[config.mk]
export PLATFORM = sky130hd
export DESIGN_NAME = pipe_collision_check_flat
export DESIGN_NICKNAME = d
export VERILOG_FILES = /design/src/rtl/pipe_collision_check_pkg.sv /design/src/rtl/pipe_collision_check_if.sv /design/src/rtl/pipe_collision_check_box_overlap.sv /design/src/rtl/pipe_collision_check.sv /design/src/flat_wrapper.sv
export SDC_FILE = /design/constraint.sdc
export NUM_CORES = 1
export LEC_CHECK = 0
export ABC_CLOCK_PERIOD_IN_PS = 4200
export CORE_MARGIN = 5
export CORE_UTILIZATION = 25
export CTS_CLUSTER_SIZE = 28
export DETAILED_ROUTE_END_ITERATION = 12
export DONT_BUFFER_PORTS = 1
export GPL_ROUTABILITY_DRIVEN = 0
export SYNTH_ARGS = -nofsm -noshare
export SYNTH_HDL_FRONTEND = slang
export SYNTH_SLANG_ARGS = --single-unit
[constraint.sdc]
create_clock -name clk -period 4.2 [get_ports clk]
set_input_delay 0.63 -clock clk [delete_from_list [all_inputs] [get_ports clk]]
set_output_delay 0.63 -clock clk [all_outputs]
set_load 0.005 [all_outputs]
[src/rtl/pipe_collision_check_pkg.sv]
// Shared constants and types for the bird/pipe collision checker.
// The screen and scope constants match the ones the pipe X-coordinate store uses,
// so both blocks agree on where a pipe is in or out of scope.
package pipe_collision_check_pkg;

   // Screen geometry
   localparam int SCREEN_W = 640;
   localparam int SCREEN_H = 480;
   localparam int SCOPE_X  = 230;  // pipe store drops a pipe from scope at this X

   // Bird box defaults
   localparam int BIRD_X_L_DEF   = 200;
   localparam int BIRD_X_R_DEF   = SCOPE_X - 1;          // 229
   localparam int BIRD_H_DEF     = 20;
   localparam int FLOOR_Y_DEF    = SCREEN_H - BIRD_H_DEF; // 460
   localparam int CEIL_Y_DEF     = 0;
   localparam int HIT_FRAMES_DEF = 2;

   // One-hot FSM encoding
   typedef enum logic [3:0] {
      S_IDLE  = 4'b0001,
      S_ARMED = 4'b0010,
      S_EVAL  = 4'b0100,
      S_HIT   = 4'b1000
   } coll_state_e;

   // Stage-1 capture of the per-frame geometry
   typedef struct packed {
      logic [9:0] x_l;
      logic [9:0] x_r;
      logic [9:0] gap_top;
      logic [9:0] gap_bot;
      logic [9:0] bird_y;
   } coll_cap_t;

endpackage

[src/rtl/pipe_collision_check_if.sv]
// Handshake/data bundle between the game (master) and the collision checker (slave).
//   Frame_Tick, Q_Count, Ack               : control from the game
//   X_Edge_OO_L/R, Gap_Top/Bot, Bird_Y     : geometry of the in-scope pipe and bird
//   Stop, Hit_Pipe, Hit_Floor, Q_*         : status back to the game
interface pipe_collision_check_if;
   logic       Frame_Tick;
   logic       Q_Count;
   logic       Ack;
   logic [9:0] X_Edge_OO_L;
   logic [9:0] X_Edge_OO_R;
   logic [9:0] Gap_Top;
   logic [9:0] Gap_Bot;
   logic [9:0] Bird_Y;
   logic       Stop;
   logic       Hit_Pipe;
   logic       Hit_Floor;
   logic       Q_Idle;
   logic       Q_Armed;
   logic       Q_Eval;
   logic       Q_Hit;

   modport master (
      output Frame_Tick, Q_Count, Ack, X_Edge_OO_L, X_Edge_OO_R, Gap_Top, Gap_Bot, Bird_Y,
      input  Stop, Hit_Pipe, Hit_Floor, Q_Idle, Q_Armed, Q_Eval, Q_Hit
   );

   modport slave (
      input  Frame_Tick, Q_Count, Ack, X_Edge_OO_L, X_Edge_OO_R, Gap_Top, Gap_Bot, Bird_Y,
      output Stop, Hit_Pipe, Hit_Floor, Q_Idle, Q_Armed, Q_Eval, Q_Hit
   );
endinterface

[src/rtl/pipe_collision_check_box_overlap.sv]
// flappy_box_overlap: combinational bird-box tests on one captured frame.
//   cap   in   captured pipe edges, gap and bird Y
//   x_ovl out  bird box and pipe overlap in X
//   pipe  out  X overlap and bird outside the gap
//   flr   out  bird below the floor or above the ceiling
module flappy_box_overlap
   import pipe_collision_check_pkg::*;
#(
   parameter int BIRD_X_L = BIRD_X_L_DEF,
   parameter int BIRD_X_R = BIRD_X_R_DEF,
   parameter int BIRD_H   = BIRD_H_DEF,
   parameter int FLOOR_Y  = FLOOR_Y_DEF,
   parameter int CEIL_Y   = CEIL_Y_DEF
) (
   input  coll_cap_t cap,
   output logic      x_ovl,
   output logic      pipe,
   output logic      flr
);

   logic [10:0] bird_bot;
   logic [10:0] ceil_diff;

   // 11 bits so a bird near the bottom cannot wrap back on-screen
   assign bird_bot = {1'b0, cap.bird_y} + 11'(BIRD_H);

   assign x_ovl = (cap.x_l <= 10'(BIRD_X_R)) && (cap.x_r >= 10'(BIRD_X_L));
   assign pipe  = x_ovl && ((cap.bird_y < cap.gap_top) || (bird_bot > {1'b0, cap.gap_bot}));

   // Bird_Y < CEIL_Y taken from the borrow of an 11-bit subtract; stays a
   // real comparison even when CEIL_Y is tuned to 0.
   assign ceil_diff = {1'b0, cap.bird_y} - 11'(CEIL_Y);
   assign flr       = (bird_bot > 11'(FLOOR_Y)) || ceil_diff[10];

endmodule

[src/rtl/pipe_collision_check.sv]
// pipe_collision_check: once per frame, checks the bird box against the in-scope
// pipe, the floor and the ceiling. HIT_FRAMES consecutive colliding frames raise
// Stop, held until the game acknowledges with Ack.
//   clk, reset  system clock, synchronous active-high reset
//   bus         slave side of pipe_collision_check_if (controls, geometry, status)
// Pipeline: Frame_Tick in QArmed captures the geometry (stage 1), QEval judges it
// (stage 2), so Stop rises two cycles after the deciding tick.
module pipe_collision_check
   import pipe_collision_check_pkg::*;
#(
   parameter int BIRD_X_L   = BIRD_X_L_DEF,
   parameter int BIRD_X_R   = BIRD_X_R_DEF,
   parameter int BIRD_H     = BIRD_H_DEF,
   parameter int FLOOR_Y    = FLOOR_Y_DEF,
   parameter int CEIL_Y     = CEIL_Y_DEF,
   parameter int HIT_FRAMES = HIT_FRAMES_DEF
) (
   input  logic                  clk,
   input  logic                  reset,
   pipe_collision_check_if.slave bus
);

   localparam int CNT_W = $clog2(HIT_FRAMES + 1);
   localparam logic [CNT_W-1:0] CNT_MAX = CNT_W'(HIT_FRAMES);

   coll_state_e      state;
   coll_cap_t        cap;
   logic [CNT_W-1:0] hit_cnt;
   logic [CNT_W-1:0] cnt_inc;
   logic             stop_q;
   logic             hit_pipe_q;
   logic             hit_floor_q;
   logic             x_ovl;
   logic             pipe_hit;
   logic             flr_hit;

   flappy_box_overlap #(
      .BIRD_X_L (BIRD_X_L),
      .BIRD_X_R (BIRD_X_R),
      .BIRD_H   (BIRD_H),
      .FLOOR_Y  (FLOOR_Y),
      .CEIL_Y   (CEIL_Y)
   ) u_overlap (
      .cap   (cap),
      .x_ovl (x_ovl),
      .pipe  (pipe_hit),
      .flr   (flr_hit)
   );

   // Saturating increment; a pipe-switch glitch can never overflow the counter
   assign cnt_inc = (hit_cnt == CNT_MAX) ? hit_cnt : hit_cnt + 1'b1;

   always_ff @(posedge clk) begin
      if (reset) begin
         state       <= S_IDLE;
         cap         <= '0;
         hit_cnt     <= '0;
         stop_q      <= 1'b0;
         hit_pipe_q  <= 1'b0;
         hit_floor_q <= 1'b0;
      end else begin
         case (state)
            S_IDLE: begin
               hit_cnt     <= '0;
               hit_pipe_q  <= 1'b0;
               hit_floor_q <= 1'b0;
               stop_q      <= 1'b0;
               if (bus.Q_Count) state <= S_ARMED;
            end
            S_ARMED: begin
               if (!bus.Q_Count) begin
                  state       <= S_IDLE;
                  hit_cnt     <= '0;
                  hit_pipe_q  <= 1'b0;
                  hit_floor_q <= 1'b0;
               end else if (bus.Frame_Tick) begin
                  cap.x_l     <= bus.X_Edge_OO_L;
                  cap.x_r     <= bus.X_Edge_OO_R;
                  cap.gap_top <= bus.Gap_Top;
                  cap.gap_bot <= bus.Gap_Bot;
                  cap.bird_y  <= bus.Bird_Y;
                  state       <= S_EVAL;
               end
            end
            S_EVAL: begin
               if (!bus.Q_Count) begin
                  state       <= S_IDLE;
                  hit_cnt     <= '0;
                  hit_pipe_q  <= 1'b0;
                  hit_floor_q <= 1'b0;
               end else if (pipe_hit || flr_hit) begin
                  hit_cnt     <= cnt_inc;
                  hit_pipe_q  <= hit_pipe_q | pipe_hit;
                  hit_floor_q <= hit_floor_q | flr_hit;
                  if (cnt_inc == CNT_MAX) begin
                     state  <= S_HIT;
                     stop_q <= 1'b1;
                  end else begin
                     state <= S_ARMED;
                  end
               end else begin
                  // A clean frame breaks the run
                  hit_cnt     <= '0;
                  hit_pipe_q  <= 1'b0;
                  hit_floor_q <= 1'b0;
                  state       <= S_ARMED;
               end
            end
            S_HIT: begin
               // Q_Count deliberately ignored: only the game's Ack releases Stop
               if (bus.Ack) begin
                  state  <= S_IDLE;
                  stop_q <= 1'b0;
               end
            end
            default: state <= S_IDLE;
         endcase
      end
   end

   assign bus.Stop      = stop_q;
   assign bus.Hit_Pipe  = hit_pipe_q;
   assign bus.Hit_Floor = hit_floor_q;
   assign bus.Q_Idle    = (state == S_IDLE);
   assign bus.Q_Armed   = (state == S_ARMED);
   assign bus.Q_Eval    = (state == S_EVAL);
   assign bus.Q_Hit     = (state == S_HIT);

endmodule
[src/flat_wrapper.sv]
// flat-port wrapper written by rule: the top's interface ports become plain ports
module pipe_collision_check_flat import pipe_collision_check_pkg::*;
#(
   parameter int BIRD_X_L   = BIRD_X_L_DEF,
   parameter int BIRD_X_R   = BIRD_X_R_DEF,
   parameter int BIRD_H     = BIRD_H_DEF,
   parameter int FLOOR_Y    = FLOOR_Y_DEF,
   parameter int CEIL_Y     = CEIL_Y_DEF,
   parameter int HIT_FRAMES = HIT_FRAMES_DEF
)
  (clk, reset, bus_Frame_Tick, bus_Q_Count, bus_Ack, bus_X_Edge_OO_L, bus_X_Edge_OO_R, bus_Gap_Top, bus_Gap_Bot, bus_Bird_Y, bus_Stop, bus_Hit_Pipe, bus_Hit_Floor, bus_Q_Idle, bus_Q_Armed, bus_Q_Eval, bus_Q_Hit);
  pipe_collision_check_if bus_i ();
  input  logic clk;
  input  logic reset;
  input wire logic [$bits(bus_i.Frame_Tick)-1:0] bus_Frame_Tick;
  input wire logic [$bits(bus_i.Q_Count)-1:0] bus_Q_Count;
  input wire logic [$bits(bus_i.Ack)-1:0] bus_Ack;
  input wire logic [$bits(bus_i.X_Edge_OO_L)-1:0] bus_X_Edge_OO_L;
  input wire logic [$bits(bus_i.X_Edge_OO_R)-1:0] bus_X_Edge_OO_R;
  input wire logic [$bits(bus_i.Gap_Top)-1:0] bus_Gap_Top;
  input wire logic [$bits(bus_i.Gap_Bot)-1:0] bus_Gap_Bot;
  input wire logic [$bits(bus_i.Bird_Y)-1:0] bus_Bird_Y;
  output wire logic [$bits(bus_i.Stop)-1:0] bus_Stop;
  output wire logic [$bits(bus_i.Hit_Pipe)-1:0] bus_Hit_Pipe;
  output wire logic [$bits(bus_i.Hit_Floor)-1:0] bus_Hit_Floor;
  output wire logic [$bits(bus_i.Q_Idle)-1:0] bus_Q_Idle;
  output wire logic [$bits(bus_i.Q_Armed)-1:0] bus_Q_Armed;
  output wire logic [$bits(bus_i.Q_Eval)-1:0] bus_Q_Eval;
  output wire logic [$bits(bus_i.Q_Hit)-1:0] bus_Q_Hit;
  assign bus_i.Frame_Tick = bus_Frame_Tick;
  assign bus_i.Q_Count = bus_Q_Count;
  assign bus_i.Ack = bus_Ack;
  assign bus_i.X_Edge_OO_L = bus_X_Edge_OO_L;
  assign bus_i.X_Edge_OO_R = bus_X_Edge_OO_R;
  assign bus_i.Gap_Top = bus_Gap_Top;
  assign bus_i.Gap_Bot = bus_Gap_Bot;
  assign bus_i.Bird_Y = bus_Bird_Y;
  assign bus_Stop = bus_i.Stop;
  assign bus_Hit_Pipe = bus_i.Hit_Pipe;
  assign bus_Hit_Floor = bus_i.Hit_Floor;
  assign bus_Q_Idle = bus_i.Q_Idle;
  assign bus_Q_Armed = bus_i.Q_Armed;
  assign bus_Q_Eval = bus_i.Q_Eval;
  assign bus_Q_Hit = bus_i.Q_Hit;
  pipe_collision_check #(.BIRD_X_L(BIRD_X_L), .BIRD_X_R(BIRD_X_R), .BIRD_H(BIRD_H), .FLOOR_Y(FLOOR_Y), .CEIL_Y(CEIL_Y), .HIT_FRAMES(HIT_FRAMES)) u_core (.clk(clk), .reset(reset), .bus(bus_i));
endmodule
==> reports/results.tsv, run 1 <==
stage	metric	value	unit
worst_setup_path	CP Capture Type	flop	
sta	Fin. Hold Viols	0	
routing	drt first pass iters	4	
placement	# port buffers	0	
global_route	first-pass GRT wire length	11700	um
routing	Avg WL per Cell	13.7	um
power	Lkg Pwr	1.12	nW
sta	final setup fails	0	
worst_setup_path	Worst Path Arrival	2.68	ns
global_route	Global Route Usage Sum	0.100	
floorplan	Initial Util	0.256	
worst_setup_path	r2r endpoint	u_core.state[3]	
worst_setup_path	Reg2Reg Depth	9	
worst_setup_path	r2r setup slk	1.68	ns
sta	setup slack after layout	1.68	ns
worst_setup_path	Crit Path Max Fanout	6	
synth	Mapped Area	2930	um2
cts	Root Buffer Master	clkbuf_16	
final_layout	layout cell share with drive strength beyond 1	0.0654	
sta	Fmax achieved	397	MHz
cts	clk buf depth	2	
placement	DP Worst Slack	1.71	ns
sta	Worst Tran Pin Value	0.807	ns
placement	Detail Placement HPWL	5260	um
worst_setup_path	worst r2r src	u_core.cap[6]	
final_layout	n_diodes	0	
floorplan	I/O pin total	62	
floorplan	Die Ht	118	um
synth	synth unique cells	50	
floorplan	row count	39	
run	total of max-cap violations	0	
routing	vias per inst	4.83	
floorplan	Die ar.	14000	um2
synth	register bit total from synthesis	55	
synth	cells after synthesis	380	
synth	syn_nets	457	
sta	Final Cycle Share	0.600	
worst_setup_path	CP startpoint kind	flop	
sta	max-slew violation count	0	
floorplan	core area	11500	um2
min_path	Worst Hold Path Cells	1	
cts	quantity of gates resized following cts	0	
sta	Final min period	2.52	ns
min_path	Hold EP	u_core.cap[10]	
synth	Seq/Total Area, Yosys	0.376	
routing	via count	2462	
synth	commonest register cell after synthesis	dfxtp_1	
cts	Post-CTS Setup Inserts	0	
cts	Clock Pin Slew Worst Setup and Hold Paths	0.07	ns
floorplan	DIE WIDTH	118	um
cts	clock sinks	55	
cts	htree depth	2	
worst_setup_path	crit path kind	flop to flop	
routing	Routed WL	7000	um
status	status	completed	
global_route	largest net degree at the start of global routing	57	
min_path	Hold Crit Start	reset	
cts	CTS tree	built	
final_layout	Storage cell area	1100	um2
worst_setup_path	critical path required time	4.36	ns
sta	RSZ-0062 raised after global routing	false	
synth	EDFF count, synth	0	
synth	Yosys warnings	0	
final_layout	multi-input logic area	1620	um2
final_layout	Synth-to-Final Area Change	7.60	%
global_route	gr ovfl total	0	
routing	drc violations	0	
synth	ys async rst share	0	
cts	CTS Buf Count	5	
cts	worst skew pair latency	0.29	ns
global_route	number of global-route vias before repair	2514	
sta	Worst Skew	0.00793	ns
global_route	initial antenna violation count	0	
final_layout	nets@finish	444	
power	VDD IR max	0.166	mV
sta	total negative slack	0	ns
synth	syn_area_per_cell	7.71	um2
power	PD cells	313	nW/um2
final_layout	FILL cells	1249	
sta	max_slew headroom	0.462	
routing	ANT nets after route	0	
min_path	HP Class	primary input to flop	
cts	cts hold-fix bufs	0	
routing	1st-iter DRT viols	110	
-- cell type report --
cell class / count / area share
flip-flops and latches: 55 / 0.349
well taps: 143 / 0.0567
inverters: 28 / 0.0333
multi-input cells: 276 / 0.513
clock inverters: 2 / 0.00556
clock buffers: 5 / 0.0397
repair buffers: 1 / 0.00238
-- stage by stage --
| step | area (um2) | cells | power [mW] | hold WS [ns] | utilization |
|---|---|---|---|---|---|
| after global placement | 3010 | 503 | 0.584 | 0.438 | 0.263 |
| after floorplan | 2930 | 380 | 0.588 | 0.425 | - |
| final | 3150 | 510 | 0.986 | 0.416 | 0.275 |
| after CTS | 3150 | 510 | 1.01 | 0.397 | 0.275 |
| after global routing | 3150 | 510 | 1.03 | 0.386 | 0.275 |
| after detailed placement | 3010 | 503 | 0.586 | 0.440 | 0.263 |
-- layout by cell type (no fill, tap or decap), types with 2 or more instances in the layout --
master     count
o211ai_1       2
inv_1         27
nor2_1         8
a32oi_1        3
nand2_1      108
xor2_1         2
nand4_1        2
o22ai_1        2
a21o_1         3
and3_1         4
ha_1          22
nand3_1       14
nor3_1         4
o21ai_0        5
clkbuf_16      5
xnor2_1        3
dfxtp_1       55
o311a_2        2
a21oi_1       56
o21ai_1        4
nand2b_1       4
a211oi_1       2
-- cells in the mapped netlist, drive strengths merged (2+ instances only) --
cell    instances  area share
o211ai          2      0.0051
a211oi          3      0.0094
o21ai          10       0.018
dfxtp          55        0.38
and3            5       0.011
ha             22       0.094
a32oi           3      0.0090
a21oi          57        0.10
xor2            2      0.0060
nor3            6       0.016
nor2            8       0.010
nand4           2      0.0043
nand2b          5       0.013
inv            28       0.036
nor4            2      0.0064
nand2         108        0.14
o22ai           2      0.0043
o311a           2      0.0077
clkbuf         10       0.013
buf            11       0.024
xnor2           4       0.015
nand3          14       0.024
a21o            3      0.0077
-- cells by family (layout without fill, tap and decap cells) --
kind of cell | Yosys count | after routing | synth area share
AND/OR/NAND/NOR | 154 | 154 | 0.234
adder cells (fa/ha/maj) | 22 | 22 | 0.0939
AO/OA/AOI/OAI | 93 | 93 | 0.200
flip-flops | 55 | 55 | 0.376
multiplexers | 1 | 1 | 0.00342
buffers and inverters | 49 | 36 | 0.0726
XOR/XNOR | 6 | 6 | 0.0205
-- flip-flops by register name, summed over array words and instances, names as in the netlist --
register,flops
u_core.bus.Stop,1
u_core.hit_cnt,2
u_core.bus.Hit_Pipe,1
u_core.bus.Hit_Floor,1
u_core.cap,46
u_core.state,4
-- worst max-delay path: stages, from the launching register on --
cell and delay, ns:
dfxtp_1 0.47, and3_1 0.22, nand3_1 0.13, xnor2_1 0.17, ha_1 0.33, a21oi_1 0.21
nand2_1 0.08, or3_4 0.39, a21oi_4 0.23, o221ai_1 0.15
-- worst max path at each step --
| stage | end | startpoint | slack (ns) |
|---|---|---|---|
| 6_report | u_core.state[3] | u_core.cap[6] | 1.68 |
| 5_1_grt | u_core.state[3] | u_core.cap[6] | 1.50 |
| 4_1_cts | u_core.state[3] | u_core.cap[6] | 1.68 |
| 3_5_place_dp | u_core.state[3] | u_core.cap[6] | 1.71 |
| 3_3_place_gp | u_core.state[3] | u_core.cap[6] | 1.75 |
| 2_1_floorplan | u_core.state[3] | u_core.cap[6] | 1.95 |
-- routing by layer --
layer  GRT usage  part of all wire  vias up
met4      0.0301             0.012        0
met1       0.128              0.46     1122
met5           0                 0        -
li1            -                 -     1258
met3      0.0349             0.075        8
met2       0.158              0.46       74
-- report_power, final --
part	internal, mW	leakage (nW)	switching, mW
Clock	0.221	0.0703	0.191
Sequential	0.526	0.444	0.00796
Combinational	0.0180	0.606	0.0222
(Power assumes the default switching activity.)
==> run 2, diff against run 1 <==
- ABC_CLOCK_PERIOD_IN_PS: 4200 -> 2600
- clock period: 4.2 -> 2.6 ns (I/O delays scaled with it)
==> run 2 against run 1 <==
Compared with the run above: cell area grew 1.6%; sequential share of layout area shrank 0.43 points; sequential cell count is the same; power grew 66%; critical endpoint unchanged; count of clock-buffer cells in the layout grew 1; largest cell class unchanged; sequential power grew 61%; fmax grew 3.6%; clock power grew 72%; worst hold slack lost 0.24 ns; largest power group unchanged; die area is the same; critical path depth is the same.
==> reports/results.tsv, run 2 (synthesis results as in run 1) <==
stage	metric	value	unit
worst_setup_path	Crit Path Max Fanout	6	
cts	htree depth	2	
power	Lkg Pwr	1.15	nW
placement	# port buffers	0	
floorplan	Die Ht	118	um
global_route	number of global-route vias before repair	2374	
routing	vias per inst	4.79	
final_layout	layout cell share with drive strength beyond 1	0.0887	
routing	Routed WL	6930	um
sta	max_slew headroom	0.677	
cts	Clock Pin Slew Worst Setup and Hold Paths	0.08	ns
floorplan	core area	11500	um2
final_layout	commonest non-fill, non-tap cell in the layout	nand2_1	
floorplan	DIE WIDTH	118	um
cts	CTS tree	built	
worst_setup_path	critical path required time	2.76	ns
cts	worst skew pair latency	0.29	ns
worst_setup_path	CP Capture Type	flop	
min_path	HP Class	primary input to flop	
sta	Fmax achieved	411	MHz
sta	total negative slack	0	ns
status	status	completed	
final_layout	Synth-to-Final Area Change	9.31	%
final_layout	n_diodes	0	
routing	drc violations	0	
final_layout	commonest cells after routing, fill and taps aside	nand2_1, a21oi_1, dfxtp_1	
final_layout	nets@finish	448	
power	PD cells	511	nW/um2
global_route	first-pass GRT wire length	11400	um
final_layout	largest registers	u_core.cap x46, u_core.state x4, u_core.hit_cnt x2	
floorplan	Die ar.	14000	um2
floorplan	Initial Util	0.256	
cts	clk buf depth	2	
sta	Final min period	2.43	ns
run	total of max-cap violations	0	
final_layout	largest reg by FF count	u_core.cap	
power	VDD IR max	0.269	mV
routing	1st-iter DRT viols	164	
sta	Fin. Hold Viols	0	
floorplan	row count	39	
cts	cts hold-fix bufs	0	
worst_setup_path	CP startpoint kind	flop	
routing	via count	2465	
sta	Worst Tran Pin Value	0.481	ns
routing	ANT nets after route	0	
routing	drt first pass iters	5	
placement	Detail Placement HPWL	5240	um
worst_setup_path	crit path kind	flop to flop	
sta	Final Cycle Share	0.935	
global_route	Global Route Usage Sum	0.0975	
sta	RSZ-0062 raised after global routing	false	
floorplan	I/O pin total	62	
global_route	initial antenna violation count	0	
sta	Worst Skew	0.00712	ns
cts	CTS Buf Count	5	
cts	Root Buffer Master	clkbuf_16	
worst_setup_path	Worst Path Arrival	2.59	ns
placement	Post-DP Area	3040	um2
sta	max-slew violation count	0	
global_route	largest net degree at the start of global routing	57	
final_layout	max reg flops	46	
sta	final setup fails	0	
power	Power, Total	1.64	mW
cts	clock sinks	55	
routing	Avg WL per Cell	13.4	um
global_route	gr ovfl total	0	
final_layout	fin area	3200	um2
[run 2: cell types whose count changed in the layout (fill, tap and decap cells not counted)]
| cell | change |
|---|---|
| dfxtp_1 | -3 |
| clkbuf_8 | +1 |
| ha_1 | -1 |
| dfxtp_2 | +3 |
| ha_2 | +1 |
| buf_4 | +4 |
| inv_6 | +1 |
| clkinv_4 | -1 |
[run 2: cell type report]
| class | count | area, um2 |
|---|---|---|
| fillers | 1257 | 8260 |
| multi-input cells | 276 | 1620 |
| flip-flops and latches | 55 | 1100 |
| well taps | 143 | 179 |
| clock buffers | 6 | 139 |
| inverters | 28 | 105 |
| repair buffers | 5 | 37.5 |
| clock inverters | 2 | 17.5 |
[run 2: report_power, final]
group | switching, mW | internal [mW] | total (mW)
combinational | 0.0360 | 0.0295 | 0.0655
sequential | 0.0123 | 0.850 | 0.862
clock | 0.318 | 0.391 | 0.709
total | 0.366 | 1.27 | 1.64
[run 2: repair_timing]
| item | in CTS | in global routing |
|---|---|---|
| setup buffers | 0 | 0 |
| resized for setup | 0 | 4 |
| endpoints found under the setup margin | 0 | 6 |
[run 2: through the flow]
step                utilization  hold slack (ns)  std cells  setup WS, ns
floorplan                     -            0.425        380         0.347
global placement          0.265            0.435        507         0.194
detailed placement        0.265            0.443        507         0.146
CTS                       0.279            0.160        515         0.120
global route              0.279            0.161        515      0.000254
finish                    0.279            0.180        515         0.169
[run 2: critical path, stage by stage, from the launching register on]
cell	delay, ns
dfxtp_2	0.39
a21o_1	0.18
nand3_1	0.14
xnor2_1	0.17
ha_1	0.33
a21oi_1	0.20
nand2_1	0.08
or3_4	0.39
a21oi_4	0.26
o221ai_1	0.16
[run 2: worst paths after layout]
path | start | endpoint | slack [ns] | depth (start not counted)
hold reg to reg | u_core.cap[39] | u_core.cap[39] | 0.45 | 2
hold / removal | reset | u_core.cap[14] | 0.18 | 1
setup / recovery | u_core.cap[2] | u_core.state[3] | 0.17 | 9
setup reg to reg | u_core.cap[2] | u_core.state[3] | 0.17 | 9
[run 2: metal layers]
| metal | wire length, um | GRT usage | vias up |
|---|---|---|---|
| li1 | - | - | 1263 |
| met1 | 3290 | 0.128 | 1145 |
| met2 | 3220 | 0.159 | 55 |
| met3 | 398 | 0.0325 | 2 |
| met4 | 11 | 0.0165 | 0 |
| met5 | 0 | 0 | - |
==> run 3, diff against run 2 <==
- ABC_CLOCK_PERIOD_IN_PS: 2600 -> 2029
- RECOVER_POWER: not set -> 100
- clock period: 2.6 -> 2.03 ns (I/O delays scaled with it)
==> run 3 against run 2 <==
Compared with the run above: the flow now finishes with violations (negative setup slack); clock skew shrank 0.00080 ns; register-to-register slack got worse by 0.48 ns; non-clock buffer count up 16; via count up 1.9%; largest power group unchanged; highest routed layer unchanged.
==> reports/results.tsv, run 3 (synthesis results as in run 1) <==
stage	metric	value	unit
cts	Clock Pin Slew Worst Setup and Hold Paths	0.07	ns
final_layout	Synth-to-Final Area Change	17.3	%
routing	ANT nets after route	0	
global_route	gr ovfl total	0	
sta	Final Cycle Share	1.15	
sta	Fin. Hold Viols	0	
sta	max_slew headroom	0.619	
sta	Final min period	2.34	ns
sta	Worst Skew	0.00632	ns
min_path	Worst Hold Path Cells	1	
final_layout	largest registers	u_core.cap x46, u_core.state x4, u_core.hit_cnt x2	
worst_setup_path	CP Capture Type	flop	
sta	Fmax achieved	428	MHz
worst_setup_path	CP startpoint kind	flop	
floorplan	core area	11500	um2
floorplan	DIE WIDTH	118	um
sta	setup slack after layout	-0.309	ns
routing	drt first pass iters	4	
sta	final setup fails	7	
routing	Routed WL	7440	um
global_route	initial antenna violation count	0	
sta	Worst Tran Pin Value	0.566	ns
final_layout	commonest non-fill, non-tap cell in the layout	nand2_1	
worst_setup_path	CP Cell Sequence	ha_4 -> o21a_1 -> nand3_2 -> xnor2_2 -> ha_1 -> nand3_2 -> nand2_1 -> or3_4 -> a21oi_4 -> o221ai_1	
routing	drc violations	0	
routing	Avg WL per Cell	14.0	um
floorplan	I/O pin total	62	
routing	via count	2511	
worst_setup_path	Worst Path Arrival	2.51	ns
cts	CTS Buf Count	5	
worst_setup_path	critical path's slowest cell	or3_4	
cts	worst skew pair latency	0.30	ns
worst_setup_path	critical path required time	2.20	ns
global_route	number of global-route vias before repair	2516	
final_layout	largest reg by FF count	u_core.cap	
worst_setup_path	Crit Path Max Fanout	6	
cts	clock sinks	55	
power	Power, Total	2.07	mW
worst_setup_path	max incr delay on CP	0.39	ns
status	status	finished, violations left	
global_route	Global Route Usage Sum	0.108	
status	failing checks	negative setup slack	
power	PD cells	601	nW/um2
worst_setup_path	CP bufs+invs	0	
placement	Detail Placement HPWL	5590	um
cts	cts hold-fix bufs	0	
min_path	Hold EP	u_core.cap[24]	
floorplan	row count	39	
final_layout	commonest cells after routing, fill and taps aside	nand2_1, a21oi_1, dfxtp_1	
worst_setup_path	worst r2r src	u_core.cap[2]	
worst_setup_path	Reg2Reg Depth	10	
cts	CTS tree	built	
min_path	Hold Crit Start	reset	
sta	max-slew violation count	0	
worst_setup_path	r2r endpoint	u_core.state[3]	
worst_setup_path	CP top delay family	simple AND/OR/NAND/NOR gates	
sta	Hold Slack	0.0861	ns
floorplan	Die ar.	14000	um2
worst_setup_path	Most Frequent Cell on Critical Path	nand3_2	
cts	Root Buffer Master	clkbuf_16	
min_path	HP Class	primary input to flop	
final_layout	max reg flops	46	
global_route	first-pass GRT wire length	12300	um
routing	1st-iter DRT viols	107	
power	VDD IR max	0.316	mV
floorplan	Die Ht	118	um
final_layout	n_diodes	0	
power	Lkg Pwr	1.25	nW
final_layout	Finished Core Util	0.300	
placement	# port buffers	0	
cts	clk buf depth	2	
worst_setup_path	r2r setup slk	-0.31	ns
final_layout	layout cell share with drive strength beyond 1	0.157	
floorplan	Initial Util	0.256	
global_route	largest net degree at the start of global routing	57	
worst_setup_path	crit path kind	flop to flop	
cts	htree depth	2	
run	total of max-cap violations	0	
sta	RSZ-0062 raised after global routing	true	
final_layout	FILL cells	1226	
routing	vias per inst	4.73	
final_layout	nets@finish	464	
[run 3: changes by cell type in the layout (fill, tap and decap cells not counted), moves of 2 or more]
cell     delta
buf_12      +2
buf_4      +14
dfxtp_1     -3
dfxtp_4     +3
ha_4        +2
nand3_1     -3
nand3_2     +3
xnor2_1     -2
xnor2_2     +2
xor2_1      -2
xor2_2      +2
[run 3: area by class of cell]
class                   count  area, um2  share of cell area
repair buffers             21        183              0.0532
flip-flops and latches     55       1120               0.325
clock buffers               6        129              0.0375
clock inverters             2       17.5             0.00510
well taps                 143        179              0.0521
inverters                  28        105              0.0306
multi-input cells         276       1710               0.497
[run 3: worst max-delay path by stage]
stage	start	to	slack, ns	cells past startpoint
floorplan	u_core.cap[8]	u_core.state[3]	-0.07	9
global placement	u_core.cap[2]	u_core.state[3]	-0.19	9
detailed placement	u_core.cap[2]	u_core.state[3]	-0.29	9
CTS	u_core.cap[2]	u_core.state[3]	-0.26	9
global route	u_core.cap[2]	u_core.bus.Stop	-0.39	10
finish	u_core.cap[2]	u_core.state[3]	-0.31	10
[run 3: metal layers]
metal / track usage / wire, um
met2: 0.181 / 3590
met1: 0.129 / 3290
met3: 0.0387 / 460
met4: 0.0337 / 101
met5: 0 / 0
[run 3: repair_timing]
item	4_1_cts	5_1_grt
resized for setup	2	7
setup buffers	0	2
endpoints found under the setup margin	7	7
pin swaps	3	11
[run 3: metrics by stage]
step	setup WS [ns]	instances	area [um2]	setup TNS (ns)
2_1_floorplan	-0.0668	380	2990	-0.256
5_1_grt	-0.386	531	3440	-3.44
6_report	-0.309	531	3440	-1.83
3_5_place_dp	-0.288	521	3230	-1.79
4_1_cts	-0.257	529	3390	-1.60
3_3_place_gp	-0.188	521	3230	-1.11
[run 3: power breakdown]
group / internal (mW) / switching [mW]
clock: 0.466 / 0.412
sequential: 1.08 / 0.0142
combinational: 0.0409 / 0.0486
total: 1.59 / 0.475
